**src/rtl/npc_mem_pkg.sv**
```systemverilog
// Shared definitions for the NPC memory arbiter.
// Contents: MemOp encodings, access-size codes, FSM state encodings,
// grant-owner encoding and the memop_size decoder.
package npc_mem_pkg;

  // MemOp codes as driven by the LSU
  localparam logic [2:0] MEMOP_B  = 3'b000;
  localparam logic [2:0] MEMOP_H  = 3'b001;
  localparam logic [2:0] MEMOP_W  = 3'b010;
  localparam logic [2:0] MEMOP_BU = 3'b100;
  localparam logic [2:0] MEMOP_HU = 3'b101;

  // Access size codes returned by memop_size
  localparam logic [1:0] SZ_B   = 2'd0;
  localparam logic [1:0] SZ_H   = 2'd1;
  localparam logic [1:0] SZ_W   = 2'd2;
  localparam logic [1:0] SZ_BAD = 2'd3;

  // FSM states
  typedef logic [1:0] state_t;
  localparam state_t ST_IDLE = 2'd0;
  localparam state_t ST_REQ  = 2'd1;
  localparam state_t ST_WAIT = 2'd2;
  localparam state_t ST_RESP = 2'd3;

  // Grant owner
  typedef logic owner_t;
  localparam owner_t OWN_IFU = 1'b0;
  localparam owner_t OWN_LSU = 1'b1;

  // Size comes from memop[1:0]; bit 2 (unsigned) is only legal for b/h,
  // so 3'b110 and any code with [1:0]=2'b11 decode as illegal.
  function automatic logic [1:0] memop_size(input logic [2:0] memop);
    logic [1:0] sz;
    sz = memop[1:0];
    if (memop[1:0] == 2'b11 || (memop[2] && memop[1]))
      sz = SZ_BAD;
    return sz;
  endfunction

endpackage

```
**src/rtl/mem_lane_align.sv**
```systemverilog
// Combinational byte-lane alignment for 32-bit memory accesses.
// Inputs : memop (3-bit MemOp), addr_lo (byte offset), wdata (right-aligned
//          store data), rdata (aligned memory word).
// Outputs: wmask (byte lanes), wdata_sh (store data in its lanes),
//          rdata_ext (load data shifted down and extended), misalign
//          (misaligned access or illegal memop).
module mem_lane_align
  import npc_mem_pkg::*;
#(
  parameter int DATA_WIDTH = 32
) (
  input  logic [2:0]            memop,
  input  logic [1:0]            addr_lo,
  input  logic [DATA_WIDTH-1:0] wdata,
  input  logic [DATA_WIDTH-1:0] rdata,
  output logic [3:0]            wmask,
  output logic [DATA_WIDTH-1:0] wdata_sh,
  output logic [DATA_WIDTH-1:0] rdata_ext,
  output logic                  misalign
);

  logic [1:0]            size;
  logic [4:0]            shamt;
  logic [DATA_WIDTH-1:0] rdata_sh;
  logic                  b_sgn;
  logic                  h_sgn;

  always_comb begin
    size      = memop_size(memop);
    shamt     = {addr_lo, 3'b000};
    wdata_sh  = wdata << shamt;
    rdata_sh  = rdata >> shamt;
    // memop[2] marks the unsigned variants
    b_sgn     = ~memop[2] & rdata_sh[7];
    h_sgn     = ~memop[2] & rdata_sh[15];
    wmask     = 4'b0000;
    rdata_ext = '0;
    misalign  = 1'b0;
    case (size)
      SZ_B: begin
        wmask     = 4'b0001 << addr_lo;
        rdata_ext = {{(DATA_WIDTH-8){b_sgn}}, rdata_sh[7:0]};
      end
      SZ_H: begin
        wmask     = 4'b0011 << addr_lo;
        rdata_ext = {{(DATA_WIDTH-16){h_sgn}}, rdata_sh[15:0]};
        misalign  = addr_lo[0];
      end
      SZ_W: begin
        wmask     = 4'b1111;
        rdata_ext = rdata_sh;
        misalign  = |addr_lo;
      end
      default: misalign = 1'b1;
    endcase
  end

endmodule

```
**src/rtl/mem_arbiter.sv**
```systemverilog
// Two-requester memory arbiter/sequencer (IFU + LSU -> one memory port).
// Round-robin arbitration, one outstanding transaction, IDLE/REQ/WAIT/RESP
// sequencing. LSU accesses are lane-aligned and loads are extended via
// mem_lane_align; misaligned/illegal LSU requests answer with an error
// without touching memory.
// Ports: clk, rst_n (sync, active-low); ifu_req_*/ifu_resp_* and
// lsu_req_*/lsu_resp_* valid/ready handshakes with their payloads;
// mem_req_*/mem_* memory request side; mem_resp_valid/mem_rdata response.
module mem_arbiter
  import npc_mem_pkg::*;
#(
  parameter int DATA_WIDTH = 32,
  parameter int ADDR_WIDTH = 32
) (
  input  logic                  clk,
  input  logic                  rst_n,
  input  logic                  ifu_req_valid,
  output logic                  ifu_req_ready,
  input  logic [ADDR_WIDTH-1:0] ifu_addr,
  output logic                  ifu_resp_valid,
  input  logic                  ifu_resp_ready,
  output logic [DATA_WIDTH-1:0] ifu_rdata,
  input  logic                  lsu_req_valid,
  output logic                  lsu_req_ready,
  input  logic [ADDR_WIDTH-1:0] lsu_addr,
  input  logic [2:0]            lsu_memop,
  input  logic                  lsu_wen,
  input  logic [DATA_WIDTH-1:0] lsu_wdata,
  output logic                  lsu_resp_valid,
  input  logic                  lsu_resp_ready,
  output logic [DATA_WIDTH-1:0] lsu_rdata,
  output logic                  lsu_resp_err,
  output logic                  mem_req_valid,
  input  logic                  mem_req_ready,
  output logic [ADDR_WIDTH-1:0] mem_addr,
  output logic                  mem_wen,
  output logic [DATA_WIDTH-1:0] mem_wdata,
  output logic [3:0]            mem_wmask,
  input  logic                  mem_resp_valid,
  input  logic [DATA_WIDTH-1:0] mem_rdata
);

  localparam logic [ADDR_WIDTH-1:0] ADDR_LO_MASK = ADDR_WIDTH'(3);

  state_t                state_q, state_d;
  owner_t                last_grant_q, last_grant_d;
  owner_t                owner_q, owner_d;
  logic [ADDR_WIDTH-1:0] addr_q, addr_d;
  logic [1:0]            addr_lo_q, addr_lo_d;
  logic [2:0]            memop_q, memop_d;
  logic                  wen_q, wen_d;
  logic [DATA_WIDTH-1:0] wdata_q, wdata_d;
  logic [3:0]            wmask_q, wmask_d;
  logic [DATA_WIDTH-1:0] rdata_q, rdata_d;
  logic                  err_q, err_d;

  logic                  grant_ifu, grant_lsu;
  logic [2:0]            al_memop;
  logic [1:0]            al_addr_lo;
  logic [3:0]            al_wmask;
  logic [DATA_WIDTH-1:0] al_wdata;
  logic [DATA_WIDTH-1:0] al_rdata;
  logic                  al_misalign;
  logic                  resp_done;

  // One aligner serves both phases: live LSU fields while arbitrating in
  // IDLE, latched fields while the response is being extended in WAIT.
  assign al_memop   = (state_q == ST_IDLE) ? lsu_memop : memop_q;
  assign al_addr_lo = (state_q == ST_IDLE) ? lsu_addr[1:0] : addr_lo_q;

  mem_lane_align #(.DATA_WIDTH(DATA_WIDTH)) u_align (
    .memop    (al_memop),
    .addr_lo  (al_addr_lo),
    .wdata    (lsu_wdata),
    .rdata    (mem_rdata),
    .wmask    (al_wmask),
    .wdata_sh (al_wdata),
    .rdata_ext(al_rdata),
    .misalign (al_misalign)
  );

  // Round-robin: on a tie the requester not granted last time wins.
  always_comb begin
    grant_ifu = 1'b0;
    grant_lsu = 1'b0;
    if (rst_n && state_q == ST_IDLE) begin
      if (ifu_req_valid && lsu_req_valid) begin
        grant_ifu = (last_grant_q == OWN_LSU);
        grant_lsu = (last_grant_q == OWN_IFU);
      end else begin
        grant_ifu = ifu_req_valid;
        grant_lsu = lsu_req_valid;
      end
    end
  end

  assign resp_done = (owner_q == OWN_IFU) ? ifu_resp_ready : lsu_resp_ready;

  always_comb begin
    state_d      = state_q;
    last_grant_d = last_grant_q;
    owner_d      = owner_q;
    addr_d       = addr_q;
    addr_lo_d    = addr_lo_q;
    memop_d      = memop_q;
    wen_d        = wen_q;
    wdata_d      = wdata_q;
    wmask_d      = wmask_q;
    rdata_d      = rdata_q;
    err_d        = err_q;
    case (state_q)
      ST_IDLE: begin
        if (grant_ifu) begin
          // Fetches are always aligned word reads; low address bits dropped
          state_d      = ST_REQ;
          last_grant_d = OWN_IFU;
          owner_d      = OWN_IFU;
          addr_d       = ifu_addr & ~ADDR_LO_MASK;
          addr_lo_d    = 2'b00;
          memop_d      = MEMOP_W;
          wen_d        = 1'b0;
          wdata_d      = '0;
          wmask_d      = 4'b1111;
          rdata_d      = '0;
          err_d        = 1'b0;
        end else if (grant_lsu) begin
          // Misaligned/illegal requests skip memory and answer directly
          state_d      = al_misalign ? ST_RESP : ST_REQ;
          last_grant_d = OWN_LSU;
          owner_d      = OWN_LSU;
          addr_d       = lsu_addr & ~ADDR_LO_MASK;
          addr_lo_d    = lsu_addr[1:0];
          memop_d      = lsu_memop;
          wen_d        = lsu_wen;
          wdata_d      = al_wdata;
          wmask_d      = al_wmask;
          rdata_d      = '0;
          err_d        = al_misalign;
        end
      end
      ST_REQ: begin
        if (mem_req_ready) state_d = ST_WAIT;
      end
      ST_WAIT: begin
        if (mem_resp_valid) begin
          state_d = ST_RESP;
          rdata_d = wen_q ? '0 : al_rdata;
        end
      end
      ST_RESP: begin
        if (resp_done) state_d = ST_IDLE;
      end
      default: state_d = ST_IDLE;
    endcase
  end

  always_ff @(posedge clk) begin
    if (!rst_n) begin
      state_q      <= ST_IDLE;
      last_grant_q <= OWN_LSU;
      owner_q      <= OWN_IFU;
      addr_q       <= '0;
      addr_lo_q    <= '0;
      memop_q      <= '0;
      wen_q        <= 1'b0;
      wdata_q      <= '0;
      wmask_q      <= '0;
      rdata_q      <= '0;
      err_q        <= 1'b0;
    end else begin
      state_q      <= state_d;
      last_grant_q <= last_grant_d;
      owner_q      <= owner_d;
      addr_q       <= addr_d;
      addr_lo_q    <= addr_lo_d;
      memop_q      <= memop_d;
      wen_q        <= wen_d;
      wdata_q      <= wdata_d;
      wmask_q      <= wmask_d;
      rdata_q      <= rdata_d;
      err_q        <= err_d;
    end
  end

  assign ifu_req_ready  = grant_ifu;
  assign lsu_req_ready  = grant_lsu;
  assign mem_req_valid  = (state_q == ST_REQ);
  assign mem_addr       = addr_q;
  assign mem_wen        = wen_q;
  assign mem_wdata      = wdata_q;
  assign mem_wmask      = wmask_q;
  assign ifu_resp_valid = (state_q == ST_RESP) && (owner_q == OWN_IFU);
  assign lsu_resp_valid = (state_q == ST_RESP) && (owner_q == OWN_LSU);
  assign ifu_rdata      = (owner_q == OWN_IFU) ? rdata_q : '0;
  assign lsu_rdata      = (owner_q == OWN_LSU) ? rdata_q : '0;
  assign lsu_resp_err   = lsu_resp_valid & err_q;

endmodule

```
**config.mk**
```make
export PLATFORM = sky130hd
export DESIGN_NAME = mem_arbiter
export DESIGN_NICKNAME = d
export VERILOG_FILES = /design/src/rtl/npc_mem_pkg.sv /design/src/rtl/mem_lane_align.sv /design/src/rtl/mem_arbiter.sv
export SDC_FILE = /design/constraint.sdc
export NUM_CORES = 1
export LEC_CHECK = 0
export ABC_AREA = 1
export CORE_AREA = 4 4 126 128
export CTS_CLUSTER_DIAMETER = 40
export DETAILED_ROUTE_END_ITERATION = 12
export DIE_AREA = 0 0 130 132
export HOLD_SLACK_MARGIN = 0.15
export PLACE_DENSITY_LB_ADDON = 0.05
export SLEW_MARGIN = 10
export SYNTH_ARGS = -nofsm -noshare
export SYNTH_HDL_FRONTEND = slang
export SYNTH_HIERARCHICAL = 1
export SYNTH_SLANG_ARGS = --single-unit
```
**constraint.sdc**
```tcl
create_clock -name clk -period 6.1 [get_ports clk]
set_input_delay 1.83 -clock clk [delete_from_list [all_inputs] [get_ports clk]]
set_output_delay 1.83 -clock clk [all_outputs]
set_load 0.005 [all_outputs]
```
=== Word level (Yosys, flattened, before mapping) ===
Cells that the tools add are included.

* Equal/unequal tests: 10
* Shifts and indexed selects: 4
* Mux-type cells: 41
* Bitwise gates (word level): 6
* Reductions and logical operators: 14

{| class="wikitable"
|+ Operators with widths
! operator !! count
|-
| 2-to-1 mux 32 bit || 10
|-
| case mux 32 bit (3 select lines) || 1
|-
| case mux 32 bit (2 select lines) || 1
|-
| << shifter 32 x 5 -> 32 bit || 1
|-
| right shift 32 x 5 -> 32 bit || 1
|-
| 2-to-1 mux 2 bit || 10
|-
| case mux 4 bit (3 select lines) || 1
|-
| 2-to-1 mux 1 bit || 11
|-
| 2-to-1 mux 3 bit || 3
|-
| equality test 2 bit, second input constant || 4
|-
| 2-to-1 mux 4 bit || 2
|-
| case mux 2 bit (4 select lines) || 1
|-
| logical AND 1 bit || 5
|-
| equality test 2 x 1 -> 1 bit, second input constant || 2
|-
| logical NOT 2 bit || 2
|-
| inequality test 2 bit, second input constant || 2
|-
| AND reduction 4 bit || 1
|-
| nonzero test 2 bit || 2
|-
| << shifter 1 x 2 -> 4 bit, first input constant || 1
|-
| << shifter 2 x 2 -> 4 bit, first input constant || 1
|-
| bitwise AND 1 bit || 3
|-
| inequality test 3 bit, second input constant || 1
|-
| NOT 1 bit || 3
|-
| case mux 1 bit (3 select lines) || 1
|-
| other kinds (5) || 5
|}

* Register bits: 111
* Word-level logic and storage cells: 86

=== Logic depth before layout (Yosys ltp) ===
Gate-level depths: netlist (run 1).

* Word-level depth: 11
* Gate-level depth with buffers: 17

=== Modules after synthesis ===
The synthesis (run 1) kept the hierarchy.

{| class="wikitable"
|+ By module, submodules not included
! module !! instances !! cells each !! area each (sq um) !! sequential area each (sq um)
|-
| mem_arbiter || 1 || 831 || 5,436.5 || 2,182.1
|-
| mem_lane_align || 1 || 314 || 1,501.4 || 0.0
|}

=== Least setup slack after synthesis (run 1) ===
OpenSTA, ideal clock, no wires.

* Path kind: input-to-output
* Start: in rst_n
* End: out lsu_req_ready
* Arrival: 2.461 ns
* Required time: 4.270 ns
* Setup slack: 1.809 ns
* Stages on the path: 6
* Path buffers: 2
* Cell sequence: buf_4 > nand3_2 > inv_2 > nand2_2 > inv_2 > buf_2

* Word-level cells in the longest chain between the ends: 2

{| class="wikitable"
|+ Ends and longest elaborated chain
! what !! line !! RTL
|-
| from (decl) || mem_arbiter.sv:16 || <nowiki>input logic rst_n,</nowiki>
|-
| logical AND 1 bit || mem_arbiter.sv:86 || <nowiki>if (rst_n && state_q == ST_IDLE) begin</nowiki>
|-
| 2-to-1 mux 1 bit || mem_arbiter.sv:86 ||
|-
| to (decl) || mem_arbiter.sv:24 || <nowiki>output logic lsu_req_ready,</nowiki>
|}

Every way passes these cells.

=== Worst setup path after layout (run 1) ===
* Start: in lsu_req_valid
* End: out lsu_req_ready

* Word-level cells in the longest chain between the ends: 3

{| class="wikitable"
|+ Ends and longest elaborated chain
! what !! line !! RTL
|-
| from (decl) || mem_arbiter.sv:23 || <nowiki>input logic lsu_req_valid,</nowiki>
|-
| logical AND 1 bit || mem_arbiter.sv:87 || <nowiki>if (ifu_req_valid && lsu_req_valid) begin</nowiki>
|-
| 2-to-1 mux 1 bit * || mem_arbiter.sv:87 ||
|-
| 2-to-1 mux 1 bit * || mem_arbiter.sv:86 ||
|}

Every way passes the cells marked *; elsewhere a longest branch is shown, timed or not.

==> results of run 1 <==
power groups by stage:
stage | combinational, mW | sequential (mW) | clock, mW
detailed placement | 2.34 | 1.07 | 0
finish | 2.36 | 1.05 | 0.569
floorplan | 1.69 | 1.03 | 0
global route | 2.66 | 1.08 | 0.613
global placement | 2.33 | 1.06 | 0
CTS | 2.36 | 1.06 | 0.583
through the flow:
stage	worst slack, ns	power, mW
6_report	0.9010	3.981
3_3_place_gp	0.9018	3.387
4_1_cts	0.8853	3.994
2_1_floorplan	1.809	2.718
3_5_place_dp	0.8896	3.414
5_1_grt	0.8518	4.351
per-layer routing:
metal	vias to the layer above	global-route usage [%]	part of all wire, %
met5	-	0	0.053
met4	2	4.157	0.82
met3	15	7.131	9.4
met2	222	35.73	44
met1	3122	32.43	46
li1	3935	-	-
cell families after synthesis:
kind of cell / after synthesis / share of synthesized area, %
DFF: 109 / 31.45
buffers and inverters: 236 / 15.40
other: 1 / 0.05405
adders and majority gates: 5 / 0.9017
AOI/OAI and AO/OA: 135 / 11.36
and+or+nand+nor: 659 / 40.83
final cells by class:
class | instances | area share (%)
Clock buffer | 11 | 2.474
Clock inverter | 5 | 0.4336
Inverter | 162 | 6.210
Multi-Input combinational cell | 801 | 37.64
Sequential cell | 109 | 22.25
Tap cell | 188 | 2.397
Timing Repair Buffer | 283 | 28.59
cells in the final DEF (no fill, tap or decap), types with 5 or more instances in the layout:
cell type,n
nand3_1,90
nor2_1,165
a21oi_1,39
or2_0,18
clkbuf_16,9
ha_1,5
buf_4,9
o22ai_1,8
nand2_2,11
nand2_4,11
dfxtp_1,108
o21ai_0,48
nand2_1,337
inv_1,157
o21ai_2,6
a21oi_2,10
or2_2,15
a22oi_1,8
clkdlybuf4s50_1,273
o21ai_1,10
sequential cells by signal, indices dropped and copies added, names as in the netlist:
| signal | flops |
|---|---|
| last_grant_q | 1 |
| err_q | 1 |
| owner_q | 1 |
| addr_lo_q | 2 |
| mem_addr | 30 |
| memop_q | 3 |
| mem_wmask | 4 |
| state_q | 2 |
| mem_wen | 1 |
| mem_wdata | 32 |
| rdata_q | 32 |
path summary, 6_finish.rpt:
kind                      startpoint                       end  cells past startpoint
max reg2reg  state_q[1]$_SDFFE_PN0P_  rdata_q[17]$_SDFFE_PN0P_                     14
max                    lsu_req_valid             lsu_req_ready                      6
min               err_q$_SDFFE_PN0P_        err_q$_SDFFE_PN0P_                      2
min reg2reg       err_q$_SDFFE_PN0P_        err_q$_SDFFE_PN0P_                      2
worst max-delay path, stage by stage:
cell and delay (ns):
clkdlybuf4s50_1 0.57, nand3_2 0.16, inv_2 0.10, nand2_2 0.11, inv_2 0.07, clkdlybuf4s50_1 0.53
==> impl_metrics.yaml, run 1 <==
die:
  ios: 279
  start_util_pct: 46.68
  die_area_um2: 17160
  row_count: 45
  die_x_um: 130
  die_y_um: 132
  core_um2: 14860
sta:
  drv_slew: 0
  whs_ns: 0.4652
  fin_crit_ns: 5.199
  hold_viol_final: 0
  fmaxAchievable_ghz: 0.1923
  rsz0062_at_grt: "false"
  tightest_slew_ns: 1.089
  relSlewSlack_pct: 27.43
  finalCritPeriodShare_pct: 85.23
  clock-skew-final_ns: 0.01070
  setup_viol: 0
  tns_ns: 0
power_and_ir_drop:
  p_seq_share_pct: 26.5
  p_leak_nw: 4.671
  p_comb_share_pct: 59.2
  p_switching_mw: 1.802
  powerDensity_nw_per_um2: 405.8
  clkPwrFrac_pct: 14.3
  internal_power_mw: 2.179
  ir_drop_mv: 0.2168
  p_sw_share_pct: 45.27
logic_synthesis:
  synth.most_common_cell: "nand2_1"
  yosysWarnings: 6
  seq_area_frac_synth_pct: 31.45
  syn_area_um2: 6938
  async_flop_share_pct: 0
  ys_types: 41
  synth_top_cell_area_share_pct: 31.45
  yosysTopAreaCell: "dfxtp_1"
  ys_ff_latch: 109
  syn_avg_cell_area_um2: 6.059
  synth_area_leaders: "dfxtp_1 31%, nand2_1 18%, nor2_1 8.9%"
  netlist_instances: 1145
  synthTopCellsByCount: "338 x nand2_1, 165 x nor2_1, 157 x inv_1, 109 x dfxtp_1, 90 x nand3_1"
  ys.flop_type: "dfxtp_1"
  synth_edf_count: 0
route:
  via_per_inst: 4.680
  wl_per_cell_um: 13.43
  firstDrtPassIters: 5
  drt-initial-drc-count: 525
  finalWirelength_um: 20940
  drc: 0
  ant_nets: 0
  vias: 7296
finish:
  fillers: 1424
  fin_cells: 1559
  layout.nets: 1511
  syn2layout_area_growth_pct: 41.42
  drive_above_1_share_pct: 6.565
  finalInstanceArea_um2: 9812
  multiInputGateArea_um2: 3694
  register_area_um2: 2183
  diodes: 0
  final_util_pct: 66.01
clock_tree:
  clk_pin_slew_ns: 0.07
  numCtsBuffers: 9
  cts_setup_buffers: 0
  clockRootBuffer: "clkbuf_16"
  htreeDepth: 3
  clk_latency_ns: 0.35
  cts_buffer_depth: 2
  cts_tree: "built"
  cts_sinks: 109
  cts_resized: 0
  ctsHoldBuffers: 0
global_route:
  grt_max_degree: 67
  grt_pass1_vias: 6182
  antenna_found_initial: 1
  overflow: 0
  grt_pass1_wl_um: 32430
  grt_use_total_pct: 23.21
critical_path:
  worstPathRequired_ns: 4.27
  cp-end-kind: "output port"
  criticalPathCategory: "in -> out"
  critPathLaunchType: "primary input"
  crit_fanout: 7
  r2r_slack_ns: 2.51
  cp.arrival_ns: 3.37
hold_path:
  hp-class: "reg -> reg"
placed_design:
  dp_hpwl_um: 15670
  dp.cells: 1543
  gp_congestion: 0.8718
  port-buffer-count: 274
  place_area_um2: 9527
run:
  maxCapViolations: 0
status:
  status: "finished clean"
No activity file was read; power rests on OpenSTA's default activity.
==> inputs of run 2 (changes only) <==
Settings changed: PLACE_DENSITY from default to 0.9, PLACE_DENSITY_LB_ADDON 0.05 to default, SKIP_LAST_GASP from default to 1.
==> impl_metrics.yaml, run 2 (synthesis results as in run 1) <==
sta:
  whs_ns: 0.4656
  relSlewSlack_pct: 29.86
  tightest_slew_ns: 1.052
  rsz0062_at_grt: "false"
  setup_viol: 0
  clock-skew-final_ns: 0.01011
  fmaxAchievable_ghz: 0.1902
  drv_slew: 0
  setup_slack_ns: 0.8415
  fin_crit_ns: 5.259
  finalCritPeriodShare_pct: 86.21
  tns_ns: 0
  hold_viol_final: 0
route:
  wl_per_cell_um: 13.86
  vias: 7578
  ant_nets: 0
  drt-initial-drc-count: 470
  drc: 0
  via_per_inst: 4.861
  firstDrtPassIters: 5
  finalWirelength_um: 21600
power_and_ir_drop:
  p_switching_mw: 1.803
  internal_power_mw: 2.250
  power_mw: 4.053
  p_seq_share_pct: 26.0
  clkPwrFrac_pct: 15.6
  ir_drop_mv: 0.2255
  p_leak_nw: 4.684
  powerDensity_nw_per_um2: 411.8
  p_sw_share_pct: 44.49
  p_comb_share_pct: 58.4
critical_path:
  r2r_start: "state_q[0]$_SDFFE_PN0P_"
  critPathLaunchType: "primary input"
  crit_fanout: 7
  cp-end-kind: "output port"
  worstPathRequired_ns: 4.27
  r2r-end: "rdata_q[17]$_SDFFE_PN0P_"
  r2r_slack_ns: 2.53
  criticalPathCategory: "in -> out"
  worstRegToRegCells: 14
  cp.arrival_ns: 3.43
clock_tree:
  cts_tree: "built"
  cts_sinks: 109
  clockRootBuffer: "clkbuf_16"
  cts_buffer_depth: 2
  numCtsBuffers: 9
  ctsHoldBuffers: 0
  clk_pin_slew_ns: 0.07
  cts_setup_buffers: 0
  clk_latency_ns: 0.36
  htreeDepth: 3
  cts_resized: 0
finish:
  multiInputGateArea_um2: 3694
  syn2layout_area_growth_pct: 41.86
  fin_cells: 1559
  drive_above_1_share_pct: 6.492
  final_util_pct: 66.21
  layout.nets: 1511
  register_area_um2: 2183
  diodes: 0
  final_cell_mix: "337 x nand2_1, 273 x clkdlybuf4s50_1, 165 x nor2_1"
  finalInstanceArea_um2: 9842
  final_common_cell: "nand2_1"
  fillers: 1315
placed_design:
  dp_hpwl_um: 16150
  dp.cells: 1543
  port-buffer-count: 274
  gp_congestion: 0.9002
  place_ws_ns: 0.8856
  place_area_um2: 9527
global_route:
  grt_max_degree: 69
  antenna_found_initial: 1
  grt_pass1_wl_um: 33800
  grt_use_total_pct: 24.27
  overflow: 0
  grt_pass1_vias: 6858
die:
  die_area_um2: 17160
  ios: 279
  core_um2: 14860
  row_count: 45
  start_util_pct: 46.68
  die_y_um: 132
  die_x_um: 130
run:
  maxCapViolations: 0
hold_path:
  hp-start: "memop_q[0]$_SDFFE_PN0P_"
  whs_path_depth: 2
  hold_end: "memop_q[0]$_SDFFE_PN0P_"
  hp-class: "reg -> reg"
status:
  status: "finished clean"
==> run 2: cell count changes in the layout (fill, tap and decap cells not counted) <==
cell	previous run	this run
bufinv_16	0	2
clkbuf_1	1	2
clkbuf_8	1	0
clkinv_1	0	1
clkinv_2	1	2
clkinv_4	2	1
clkinvlp_4	1	0
inv_1	157	156
inv_6	2	1
==> run 2: power by group through the flow <==
stage | sequential, mW | clock (mW) | combinational [mW]
final | 1.05 | 0.631 | 2.37
after global routing | 1.08 | 0.668 | 2.66
after CTS | 1.06 | 0.640 | 2.36
after detailed placement | 1.07 | 0 | 2.34
after global placement | 1.06 | 0 | 2.30
after floorplan | 1.03 | 0 | 1.69
==> run 2: how the worst max path moves through the flow <==
stage	from	to	slack, ns	depth (start not counted)
final	lsu_req_valid	lsu_req_ready	0.84	6
after global routing	lsu_req_valid	lsu_req_ready	0.79	6
after CTS	lsu_req_valid	lsu_req_ready	0.83	6
after detailed placement	lsu_req_valid	lsu_req_ready	0.89	6
after global placement	lsu_req_valid	lsu_req_ready	0.92	6
after floorplan	rst_n	lsu_req_ready	1.81	6
==> run 2: layer usage <==
layer	track usage (%)	vias up	routed length (um)
li1	-	3918	-
met1	29.08	3325	8569
met2	40.74	290	10470
met3	8.468	43	1981
met4	7.275	2	565
met5	0	-	19
==> run 2: layout make-up <==
| cell class | instances | area share, % |
|---|---|---|
| multi-input combinational | 801 | 37.53 |
| timing repair buffer | 283 | 28.50 |
| sequential | 109 | 22.18 |
| inverter | 162 | 6.191 |
| tap | 188 | 2.390 |
| clock buffer | 11 | 2.365 |
| clock inverter | 5 | 0.8391 |
==> run 2: worst max-delay path, stage by stage <==
cell,delay (ns)
clkdlybuf4s50_1,0.59
nand3_2,0.17
inv_2,0.10
nand2_2,0.10
inv_2,0.09
clkdlybuf4s50_1,0.55
==> inputs of run 3 (changes only) <==
Settings changed: CORE_AREA 4 4 126 128 to 4 4 131 133, DIE_AREA 0 0 130 132 to 0 0 135 137, MAX_ROUTING_LAYER from default to met4, PLACE_DENSITY 0.9 to 0.84.
Clock period 6.1 ns to 5.7 ns, I/O delays scaled along.
==> impl_metrics.yaml, run 3 (synthesis results as in run 1) <==
finish:
  drive_above_1_share_pct: 6.569
  syn2layout_area_growth_pct: 42.15
  final_cell_mix: "337 x nand2_1, 273 x clkdlybuf4s50_1, 165 x nor2_1"
  final_util_pct: 62.31
  final_common_cell: "nand2_1"
  layout.nets: 1511
critical_path:
  r2r_start: "state_q[1]$_SDFFE_PN0P_"
  path_delay_family: "buffers and inverters"
  worstPathRequired_ns: 3.99
  slowest_delay_ns: 0.59
  criticalPathCategory: "in -> out"
  cp.arrival_ns: 3.28
  r2r-end: "rdata_q[30]$_SDFFE_PN0P_"
  crit_slowest_cell: "clkdlybuf4s50_1"
  cp-end-kind: "output port"
  path_buf_inv: 4
  worstRegToRegCells: 14
  crit_fanout: 7
  r2r_slack_ns: 2.10
  critPathLaunchType: "primary input"
  cp_cell_sequence: "clkdlybuf4s50_1, nand3_2, inv_2, nand2_2, inv_2, clkdlybuf4s50_1"
power_and_ir_drop:
  p_leak_nw: 4.675
  ir_drop_mv: 0.2280
  powerDensity_nw_per_um2: 436.2
die:
  core_um2: 15830
  ios: 279
  start_util_pct: 43.83
  row_count: 46
  die_y_um: 137
  die_x_um: 135
  die_area_um2: 18500
clock_tree:
  htreeDepth: 3
  cts_setup_buffers: 0
  cts_sinks: 109
  numCtsBuffers: 9
  clk_pin_slew_ns: 0.07
  cts_resized: 0
  clockRootBuffer: "clkbuf_16"
  ctsHoldBuffers: 0
  cts_buffer_depth: 2
  cts_tree: "built"
  clk_latency_ns: 0.36
placed_design:
  port-buffer-count: 274
  dp_hpwl_um: 16760
  place_ws_ns: 0.7063
  gp_congestion: 0.9183
sta:
  tns_ns: 0
  drv_slew: 0
  fmaxAchievable_ghz: 0.2002
  setup_viol: 0
  tightest_slew_ns: 1.114
  hold_viol_final: 0
  clock-skew-final_ns: 0.007854
  setup_slack_ns: 0.7055
  relSlewSlack_pct: 25.55
  fin_crit_ns: 4.994
  rsz0062_at_grt: "false"
  finalCritPeriodShare_pct: 87.62
hold_path:
  hp-start: "memop_q[1]$_SDFFE_PN0P_"
  hp-class: "reg -> reg"
  whs_path_depth: 2
  hold_end: "memop_q[1]$_SDFFE_PN0P_"
global_route:
  antenna_found_initial: 1
  grt_max_degree: 69
  grt_use_total_pct: 23.85
  grt_pass1_wl_um: 34600
  grt_pass1_vias: 6898
  overflow: 0
status:
  status: "finished clean"
route:
  finalWirelength_um: 22150
  vias: 7445
  drt-initial-drc-count: 499
  via_per_inst: 4.691
  firstDrtPassIters: 5
  drc: 0
  ant_nets: 0
  wl_per_cell_um: 13.96
run:
  maxCapViolations: 0
[run 3: changes by cell type in the layout (fill, tap and decap cells not counted), sizes merged]
cell | previous run | this run
clkinv | 4 | 2
clkinvlp | 0 | 2
bufinv | 2 | 1
clkbuf | 11 | 10
diode | 0 | 1
inv | 161 | 162
[run 3: tightest hold or removal path, stage by stage, from the launching register on]
cell	delay, ns
dfxtp_1	0.30
inv_1	0.05
a21oi_1	0.06
[run 3: worst max path at each step]
stage	startpoint	end	slack [ns]	cells past startpoint
after floorplan	rst_n	lsu_req_ready	1.65	6
after global placement	lsu_req_valid	lsu_req_ready	0.74	6
after detailed placement	lsu_req_valid	lsu_req_ready	0.71	6
after CTS	lsu_req_valid	lsu_req_ready	0.69	6
after global routing	lsu_req_valid	lsu_req_ready	0.64	6
final	lsu_req_valid	lsu_req_ready	0.71	6
[run 3: area by class of cell]
| type | count | area, um2 |
|---|---|---|
| inverter | 162 | 609.3 |
| multi-input combinational | 801 | 3694 |
| sequential | 109 | 2183 |
| clock inverter | 5 | 58.81 |
| tap | 216 | 270.3 |
| antenna | 1 | 2.502 |
| timing repair buffer | 283 | 2805 |
| fill | 1473 | 5966 |
| clock buffer | 10 | 239.0 |
[run 3: layer usage]
metal / part of all wire (%) / routed length, um / track usage, % / up-vias
met5: 0 / 0 / - / -
met4: 1.6 / 348 / 6.663 / 0
met3: 8.9 / 1964 / 7.868 / 30
met2: 48 / 10580 / 38.83 / 258
met1: 42 / 9261 / 28.45 / 3237
li1: - / - / - / 3920
[run 3: where the power goes]
part	internal, mW	switching, mW
combinational	1.05	1.49
sequential	0.973	0.155
clock	0.351	0.290
total	2.37	1.93
[run 3: metrics by stage]
step           hold WS, ns  instances  power, mW  area, um2
2_1_floorplan       0.4288       1146      2.908       6942
3_3_place_gp        0.4379       1571      3.611       9562
3_5_place_dp        0.4469       1571      3.670       9562
4_1_cts             0.4580       1586      4.319       9859
5_1_grt             0.4809       1587      4.700       9862
6_report            0.4548       1587      4.302       9862
